`config.mk`:
```
export PLATFORM = sky130hd
export DESIGN_NAME = uart_tx_frame
export DESIGN_NICKNAME = d
export VERILOG_FILES = /design/src/rtl/uart_pkg.sv /design/src/rtl/uart_baud_gen.sv /design/src/rtl/uart_tx_frame.sv
export SDC_FILE = /design/constraint.sdc
export NUM_CORES = 1
export LEC_CHECK = 0
export CAP_MARGIN = 25
export CELL_PAD_IN_SITES_DETAIL_PLACEMENT = 0
export CELL_PAD_IN_SITES_GLOBAL_PLACEMENT = 1
export CORE_MARGIN = 5
export CORE_UTILIZATION = 47
export CTS_BUF_LIST = sky130_fd_sc_hd__clkbuf_2
export CTS_CLUSTER_DIAMETER = 50
export DETAILED_ROUTE_END_ITERATION = 10
export GPL_TIMING_DRIVEN = 0
export PLACE_DENSITY = 0.95
export SLEW_MARGIN = 15
export SYNTH_ARGS = -nofsm -noshare
export SYNTH_HDL_FRONTEND = slang
export SYNTH_SLANG_ARGS = --single-unit
```
`constraint.sdc`:
```
create_clock -name clk -period 3.3 [get_ports clk]
set_input_delay 0.825 -clock clk [delete_from_list [all_inputs] [get_ports clk]]
set_output_delay 0.825 -clock clk [all_outputs]
set_load 0.005 [all_outputs]
```
`src/rtl/uart_pkg.sv`:
```
// rtl/uart_pkg.sv - shared UART types, parity codes and frame-size helper
package uart_pkg;

  typedef enum logic [2:0] {
    TX_IDLE   = 3'd0,
    TX_START  = 3'd1,
    TX_DATA   = 3'd2,
    TX_PARITY = 3'd3,
    TX_STOP   = 3'd4
  } tx_state_t;

  localparam int PAR_NONE = 0;
  localparam int PAR_EVEN = 1;
  localparam int PAR_ODD  = 2;

  // Serial bit count of one frame, start and stop bits included.
  function automatic int frame_bits(input int data_w, input int parity, input int stop_bits);
    return 1 + data_w + ((parity != PAR_NONE) ? 1 : 0) + stop_bits;
  endfunction

endpackage

```
`src/rtl/uart_baud_gen.sv`:
```
// rtl/uart_baud_gen.sv - bit-period counter, one tick in the last clk of each serial bit
module uart_baud_gen #(
  parameter int CLKS_PER_BIT = 16
) (
  input  logic clk,
  input  logic rst_n,
  input  logic en,
  output logic bit_tick
);

  localparam int CW = (CLKS_PER_BIT > 1) ? $clog2(CLKS_PER_BIT) : 1;
  localparam logic [CW-1:0] LAST = CW'(CLKS_PER_BIT - 1);

  logic [CW-1:0] cnt;

  assign bit_tick = en && (cnt == LAST);

  // Held at zero while disabled so every frame starts on a full bit period.
  always_ff @(posedge clk) begin
    if (!rst_n || !en || bit_tick) begin
      cnt <= '0;
    end else begin
      cnt <= cnt + CW'(1);
    end
  end

endmodule

```
`src/rtl/uart_tx_frame.sv`:
```
// rtl/uart_tx_frame.sv - UART transmitter: start, LSB-first data, optional parity, 1/2 stop bits
module uart_tx_frame
  import uart_pkg::*;
#(
  parameter int DATA_W       = 8,
  parameter int CLKS_PER_BIT = 16,
  parameter int PARITY       = 0,
  parameter int STOP_BITS    = 1
) (
  input  logic              clk,
  input  logic              rst_n,
  input  logic [DATA_W-1:0] txd_data,
  input  logic              txd_start,
  output logic              txd,
  output logic              busy,
  output logic              txd_done
);

  localparam int IW = $clog2(DATA_W);
  localparam logic [IW-1:0] LAST_IDX = IW'(DATA_W - 1);
  localparam logic LAST_STOP = (STOP_BITS == 2);

  generate
    if (DATA_W < 5 || DATA_W > 9) begin : g_bad_data_w
      $error("uart_tx_frame: DATA_W must be 5..9");
    end
    if (CLKS_PER_BIT < 2) begin : g_bad_clks_per_bit
      $error("uart_tx_frame: CLKS_PER_BIT must be >= 2");
    end
    if (PARITY < PAR_NONE || PARITY > PAR_ODD) begin : g_bad_parity
      $error("uart_tx_frame: PARITY must be 0, 1 or 2");
    end
    if (STOP_BITS != 1 && STOP_BITS != 2) begin : g_bad_stop_bits
      $error("uart_tx_frame: STOP_BITS must be 1 or 2");
    end
  endgenerate

  tx_state_t         state;
  logic [DATA_W-1:0] shreg;
  logic [IW-1:0]     bit_idx;
  logic              stop_cnt;
  logic              par_bit;
  logic              bit_tick;

  uart_baud_gen #(.CLKS_PER_BIT(CLKS_PER_BIT)) u_baud (
    .clk      (clk),
    .rst_n    (rst_n),
    .en       (busy),
    .bit_tick (bit_tick)
  );

  assign busy     = (state != TX_IDLE);
  assign txd_done = (state == TX_STOP) && bit_tick && (stop_cnt == LAST_STOP);

  // txd is always loaded one edge ahead so the line comes straight off a flop.
  always_ff @(posedge clk) begin
    if (!rst_n) begin
      state    <= TX_IDLE;
      txd      <= 1'b1;
      shreg    <= '0;
      bit_idx  <= '0;
      stop_cnt <= 1'b0;
      par_bit  <= 1'b0;
    end else begin
      case (state)
        TX_IDLE: begin
          if (txd_start) begin
            shreg    <= txd_data;
            par_bit  <= (PARITY == PAR_ODD) ? ~^txd_data : ^txd_data;
            bit_idx  <= '0;
            stop_cnt <= 1'b0;
            txd      <= 1'b0;
            state    <= TX_START;
          end
        end
        TX_START: begin
          if (bit_tick) begin
            txd   <= shreg[0];
            shreg <= shreg >> 1;
            state <= TX_DATA;
          end
        end
        TX_DATA: begin
          if (bit_tick) begin
            if (bit_idx == LAST_IDX) begin
              if (PARITY != PAR_NONE) begin
                txd   <= par_bit;
                state <= TX_PARITY;
              end else begin
                txd   <= 1'b1;
                state <= TX_STOP;
              end
            end else begin
              txd     <= shreg[0];
              shreg   <= shreg >> 1;
              bit_idx <= bit_idx + IW'(1);
            end
          end
        end
        TX_PARITY: begin
          if (bit_tick) begin
            txd   <= 1'b1;
            state <= TX_STOP;
          end
        end
        TX_STOP: begin
          if (bit_tick) begin
            if (stop_cnt == LAST_STOP) begin
              state <= TX_IDLE;
            end else begin
              stop_cnt <= 1'b1;
            end
          end
        end
        default: begin
          state <= TX_IDLE;
          txd   <= 1'b1;
        end
      endcase
    end
  end

endmodule
```
Word level (Yosys, flattened, before mapping). Cells that the tools add are included.

Bitwise logic cells: 2. $add $sub $neg: 2. Mux-type cells: 26. Equal/unequal tests: 14. Reduce and logical (&&, ||, !) cells: 17.

Operators with widths (number): $mux W8 (4); $mux W3 (10); $pmux W8 S3 (1); $ne A2 B2 Y1 const B (8); $pmux W3 S5 (1); $reduce_and A5 Y1 (2); $mux W1 (7); $reduce_and A7 Y1 (1); $eq A3 B2 Y1 const B (2); $eq A3 B3 Y1 const B (2); $pmux W3 S2 (1); $reduce_bool A3 Y1 (2); $pmux W1 S5 (1); $add A4 B1 Y4 const B (1); $eq A4 B4 Y1 const B (1); $reduce_and A4 Y1 (1); $reduce_bool A2 Y1 (2); $add A3 B1 Y3 const B (1); $eq A3 B1 Y1 const B (1); $logic_and A1 B1 Y1 (3); $logic_not A3 Y1 (1); $reduce_and A3 Y1 (1); $logic_not A1 Y1 (2); $logic_or A1 B1 Y1 (2); other kinds (2) (3).

Input port bits: 11. Logic and storage cells: 67. Register bits: 20. Output and inout port bits: 3.

Depth between registers and ports, before layout.
Depth in word-level cells: 4. Depth in mapped cells: 7. Depth with buffers taken out: 6.

Hierarchy. A second synthesis with hierarchy kept.

Cells, all modules: 107. Area, all modules: 975.9 µm².

By module, submodules not included: uart_tx_frame (seq. area each 300.3 µm², area an instance 819.5 µm², times used 1, cells each 90); uart_baud_gen (seq. area each 80.1 µm², area an instance 156.4 µm², times used 1, cells each 17).

Least setup slack after synthesis. Ideal clock, no wire load.

Path kind: register -> output. Start point: register u_baud.cnt[0]. End point: output txd_done. Setup slack: 1.611 ns. Arrival time: 0.864 ns. Buffers on the path: 0. Stages on the path, launching flop included: 4. Data required time: 2.475 ns. Path through: dfxtp_1 > ha_1 > nand3_1 > nor2_1.

Longest elaborated chain between the ends: 4.

RTL lines: start, declared (line uart_baud_gen.sv:14) `logic [CW-1:0] cnt;`; start signal, assigned (line uart_baud_gen.sv:23) `cnt <= cnt + CW'(1);`; $eq A4 B4 Y1 (line uart_baud_gen.sv:16) `assign bit_tick = en && (cnt == LAST);`; $logic_and A1 B1 Y1 (line uart_baud_gen.sv:16); $logic_and A1 B1 Y1 (2 in a row) (line uart_tx_frame.sv:53) `assign txd_done = (state == TX_STOP) && bit_tick && (stop_cnt == LAST_STOP);`; end, declared (line uart_tx_frame.sv:16) `output logic txd_done`.

No other way between the ends.

Final worst setup path. Same ends and word-level chain as after synthesis.

==> out/qor.tcl <==
set qor(crit_path_max_delay_family) {buffers and inverters}
set qor(global_route.overflow_total) 0
set qor(cp_data_required_time_ps) 2470
set qor(dieHeight_um) 57.7
set qor(pwr_density_cell_nw_per_um2) 349
set qor(total_leakage_power_nw) 0.478
set qor(remaining_drc_errors) 0
set qor(largest_stage_delay_on_the_critical_path_ps) 510
set qor(tritoncts_clock_tree) {yes}
set qor(initial_core_util) 0.487
set qor(timing.hold.worst.class) {register to register}
set qor(clock_latency_ps) 300
set qor(layout-area-overhead-vs-synth_pct) 16.4
set qor(cp_cell_sequence) {ha_1 -> nand3_1 -> nor2_1 -> clkdlybuf4s50_1}
set qor(post-cts-setup-buffers) 0
set qor(synth_top_area_cell) {dfxtp_1}
set qor(gpl.final_weighted_congestion) 0.787
set qor(tightest_slew_ps) 269
set qor(finalMaxSlewViolations) 0
set qor(holdBufCountCts) 0
set qor(layout_common_cells) {dfxtp_1, clkdlybuf4s50_1, mux2i_1, a21oi_1, o21ai_0}
set qor(synth.area.top_cells) {dfxtp_1, mux2i_1, a21oi_1}
set qor(postSynthAreaPerCell_um2) 9.97
set qor(post-route-worst-setup-slack_ps) 657
set qor(h-tree-depth) 1
set qor(worst_path_depth) 4
set qor(drtPass1Iterations) 4
set qor(endpoint_kind) {output pin}
set qor(place_worst_setup_slack_ps) 1040
set qor(postSynthNetCount) 121
set qor(cts.root.buffer_cell) {clkbuf_2}
set qor(setup_viol_count_final) 0
set qor(mappedNetlistArea_um2) 1070
set qor(drive_gt1_frac) 0.179
set qor(ys_seq_area_frac) 0.356
set qor(post-route-min-period_ps) 2640
set qor(arrival_ps) 1820
set qor(worst_setup_hold_path_clk_slew_ps) 170
set qor(rsz0062_at_grt) {no}
set qor(port_buffers) 12
set qor(cts_inserted_buffers) 3
set qor(viasPerCell) 5.46
set qor(grt_start_max_net_pins) 11
set qor(die_area_um2) 3320
set qor(layout.cells.most_common) {dfxtp_1}
set qor(r2r_cells) 7
set qor(drt-met1-wl_um) 845
set qor(cts_sinks) 19
set qor(num-nets-final) 138
set qor(layout_worst_path_cycle_share) 0.801
set qor(die_width_um) 57.7
set qor(critPathLaunchType) {register}
set qor(core_region_um2) 2190
set qor(postSynthRegisterBits) 19
set qor(timing.max_cap.violations) 0
set qor(timing.setup.critical_path_class) {register to output pin}
set qor(grt_pass1_wl_mm) 3.29
set qor(utilization) 0.567
set qor(timing.critical_path.to) {txd_done}
set qor(antenna_violating_nets_left) 0
set qor(num_rows) 17
set qor(wirelength_mm) 1.84
set qor(post_synth_inst_count) 107
set qor(crit-reg2reg-launch) {bit_idx[0]}
set qor(detailroute.wirelength.met2_um) 859
set qor(timing.hold.ws_ps) 485
set qor(setup-tns-final_ps) 0
set qor(design.portCount) 14
set qor(cp_max_fo) 4
set qor(antenna_cells_inserted) 0
set qor(first_global_vias) 767
set qor(dpl.hpwl_mm) 1.44
set qor(distinct_cell_type_count_of_the_synthesized_netlist) 36
set qor(cpMaxStageDelayCell) {clkdlybuf4s50_1}
set qor(wire_per_inst_um) 12.2
set qor(clk_path_buf_depth) 2
set qor(slew-limit-headroom) 0.819
set qor(via_count) 824
set qor(groute.usage.overall) 0.124
set qor(reg_to_reg_critical_path_endpoint) {shreg[6]}
set qor(synth_top_area_frac) 0.356
set qor(timing.hold.worst.start) {bit_idx[2]}
set qor(max_clock_freq_ghz) 0.378
set qor(ctsResizeCount) 0
set qor(final_hold_viol_count) 0
set qor(peakVddDrop_uv) 272
set qor(cp.buffers_inverters) 1
set qor(highest_layer) {met4}
set qor(timing.clock.skew_ps) 6.52
set qor(routed-wl-met3_um) 90
set qor(grt_antenna_before_repair) 0
set qor(initialDrtViolationCount) 14
set qor(status) {completed}
set qor(regToRegSetupSlack_ps) 1610
set qor(worstSetupStartpoint) {u_baud.cnt[0]}
set qor(yosysWarnings) 0
==> cells in the mapped netlist <==
cell	number
nor2_1	7
dfxtp_1	19
buf_6	3
buf_8	1
nor3_1	1
nand2_1	9
o21ba_1	1
and2_1	1
and3_2	1
a21oi_1	10
nand3_1	3
nor2_4	2
xnor2_4	1
clkbuf_8	1
o32ai_1	1
a22oi_1	1
nand4b_1	1
a21boi_2	1
ha_1	3
o21a_1	1
clkbuf_4	1
nor3b_1	1
o21ai_2	2
o21ai_0	10
and3_1	1
nor3b_2	1
nor2b_1	1
buf_12	1
o22a_1	1
o221a_4	1
mux2i_1	10
nor4_4	1
inv_1	3
xnor2_1	2
o22ai_4	1
nand4_1	2
==> cells by family (layout without fill, tap and decap cells) <==
logic type,after synthesis,in the layout,synth area share
AND/OR/NAND/NOR,32,32,0.179
buffers and inverters,10,26,0.0950
adder cells (fa/ha/maj),3,3,0.0352
multiplexers,10,10,0.0938
AO/OA/AOI/OAI,30,30,0.198
XOR/XNOR,3,3,0.0422
flip-flops,19,19,0.356
==> metal layers <==
layer  up-vias  global-route usage
met4         0              0.0695
met3         4              0.0134
met5         -                   0
met1       376               0.170
met2        28               0.189
li1        416                   -
==> how the worst min path moves through the flow <==
stage | slack (ps) | to | cells after the start
after global routing | 510 | bit_idx[1] | 2
after floorplan | 440 | bit_idx[1] | 2
after detailed placement | 470 | bit_idx[2] | 2
final | 490 | bit_idx[2] | 2
after CTS | 490 | bit_idx[2] | 2
after global placement | 450 | bit_idx[1] | 2
==> registers in the layout (all words and copies together) (netlist names) <==
register and count:
shreg 8, u_baud.cnt 4, txd 1, state 3, bit_idx 3
==> power breakdown <==
part | switching (W) | leakage, nW | internal, W
sequential | 0.00000744 | 0.156 | 0.000243
combinational | 0.0000392 | 0.306 | 0.0000448
clock | 0.0000668 | 0.0166 | 0.0000321
==> worst reg2reg max path: cells and delay by family, from the launching register on <==
kind	cells	cell delay (ps)
DFF	1	370
adders and majority gates	2	470
buffers and inverters	1	160
and+or+nand+nor	1	210
AOI/OAI and AO/OA	3	430
==> stage by stage <==
stage,instance area [µm²],total power [W],cells
2_1_floorplan,1070,0.000314,107
3_3_place_gp,1220,0.000338,147
3_5_place_dp,1220,0.000340,147
4_1_cts,1240,0.000439,151
5_1_grt,1240,0.000458,151
6_report,1240,0.000433,151
==> area by class of cell <==
cell class / count / area [µm²]
Sequential cell: 19 / 380
Clock buffer: 4 / 20.0
Timing Repair Buffer: 12 / 120
Buffer: 7 / 90.1
Tap cell: 28 / 35.0
Multi-Input combinational cell: 78 / 586
Inverter: 3 / 11.3
Fill cell: 202 / 948
No activity file was read; power rests on OpenSTA's default activity.
==> patch (config.mk and constraints unchanged) <==
The 5 states of `tx_state_t` get a one-hot encoding in 5 bits.
--- a/src/rtl/uart_pkg.sv
+++ b/src/rtl/uart_pkg.sv
@@ -1,12 +1,12 @@
 // rtl/uart_pkg.sv - shared UART types, parity codes and frame-size helper
 package uart_pkg;
 
-  typedef enum logic [2:0] {
-    TX_IDLE   = 3'd0,
-    TX_START  = 3'd1,
-    TX_DATA   = 3'd2,
-    TX_PARITY = 3'd3,
-    TX_STOP   = 3'd4
+  typedef enum logic [4:0] {
+    TX_IDLE   = 5'b00001,
+    TX_START  = 5'b00010,
+    TX_DATA   = 5'b00100,
+    TX_PARITY = 5'b01000,
+    TX_STOP   = 5'b10000
   } tx_state_t;
 
   localparam int PAR_NONE = 0;
Function: same outputs for any inputs over 10 cycles, from zero or initial values and one cycle with rst_n low; not proved beyond that.
==> patch against the original RTL <==
Critical path depth unchanged. Routed wire length increased by 11%. Clock power decreased by 1%. First-iteration DRC count decreased by 43%. Design area decreased by 2.4%. Fmax decreased by 2.3%. Area after synthesis decreased by 3.3%. Sequential share of layout area increased by 2.4 points. Worst setup slack got worse by 61 ps. Sequential cell count increased by 1. Total power increased by 10%. Largest cell class unchanged. Cell count increased by 3.3%. Hold slack got worse by 11 ps.
==> patch: results (changes against the original RTL) <==
[metrics] run status: finished, final reports clean (unchanged)
[metrics] P_leak: 0.528 nW (was 0.478 nW)
[metrics] number of nets in the layout: 144 (was 138)
[metrics] total of clock buffers placed in the layout: 3 (was 4)
[metrics] M3 GR Usage: 0.0345 (was 0.0134)
[metrics] overall global routing resource usage: 0.137 (was 0.124)
[metrics] register area share after synthesis: 0.388 (was 0.356)
[metrics] IR drop worst, VDD: 0.296 mV (was 0.272 mV)
[metrics] total half-perimeter wirelength after legalization and detailed placement: 1470 µm (was 1440 µm)
[metrics] cell area after placement: 0.00120 mm² (was 0.00122 mm²)
[metrics] mux cell area share after synthesis: 0.0776 (was 0.0938)
[metrics] number of cells in the design after placement: 153 (was 147)
[metrics] Data buffer area share: 0.141 (was 0.169)
[metrics] filler cell count in the final layout: 220 (was 202)
[metrics] routed length on met2: 988 µm (was 859 µm)
[metrics] largest registers: shreg: 8 flops, state: 4 flops, u_baud.cnt: 4 flops (was shreg: 8 flops, u_baud.cnt: 4 flops)
[metrics] Critical Path Fanout Max: 7 (was 4)
[metrics] area added between synthesis and finish: 17.5% (was 16.4%)
[metrics] Synth cell types: 33 (was 36)
[metrics] Hold Path Cell Cnt: 1 (was 2)
[metrics] multi-input gate area in the final layout: 576 µm² (was 586 µm²)
[metrics] number of nets produced by synthesis: 126 (was 121)
[metrics] final instance count without filler cells: 156 (was 151)
[metrics] average wire per standard cell: 13.1 µm (was 12.2 µm)
[metrics] Worst-Margin Slew: 547 ps (was 269 ps)
[metrics] arrival time at the worst endpoint: 1880 ps (was 1820 ps)
[metrics] first-pass GRT wire length: 3560 µm (was 3290 µm)
-- patch: cell count changes after synthesis, moves of 2 or more --
cell,delta
o21ai_0,-3
xor2_1,+3
a21oi_1,-2
mux2i_1,-2
o21ai_2,-2
nand4_1,-2
nor2_4,-2
nand3_1,+5
clkbuf_1,+2
xnor2_1,-2
a21boi_0,+2
o31ai_1,+7
and3_1,+3
-- patch: power breakdown --
group	switching (mW)	internal, mW	leakage, nW
logic	0.0531	0.0543	0.352
registers	0.0127	0.261	0.164
clock network	0.0729	0.0248	0.0125
total	0.139	0.340	0.528
-- patch: final timing paths --
check | end | slack (ps) | startpoint
max | txd_done | 600 | u_baud.cnt[0]
min | u_baud.cnt[0] | 470 | u_baud.cnt[0]
max reg2reg | shreg[7] | 1050 | bit_idx[0]
min reg2reg | u_baud.cnt[0] | 470 | u_baud.cnt[0]
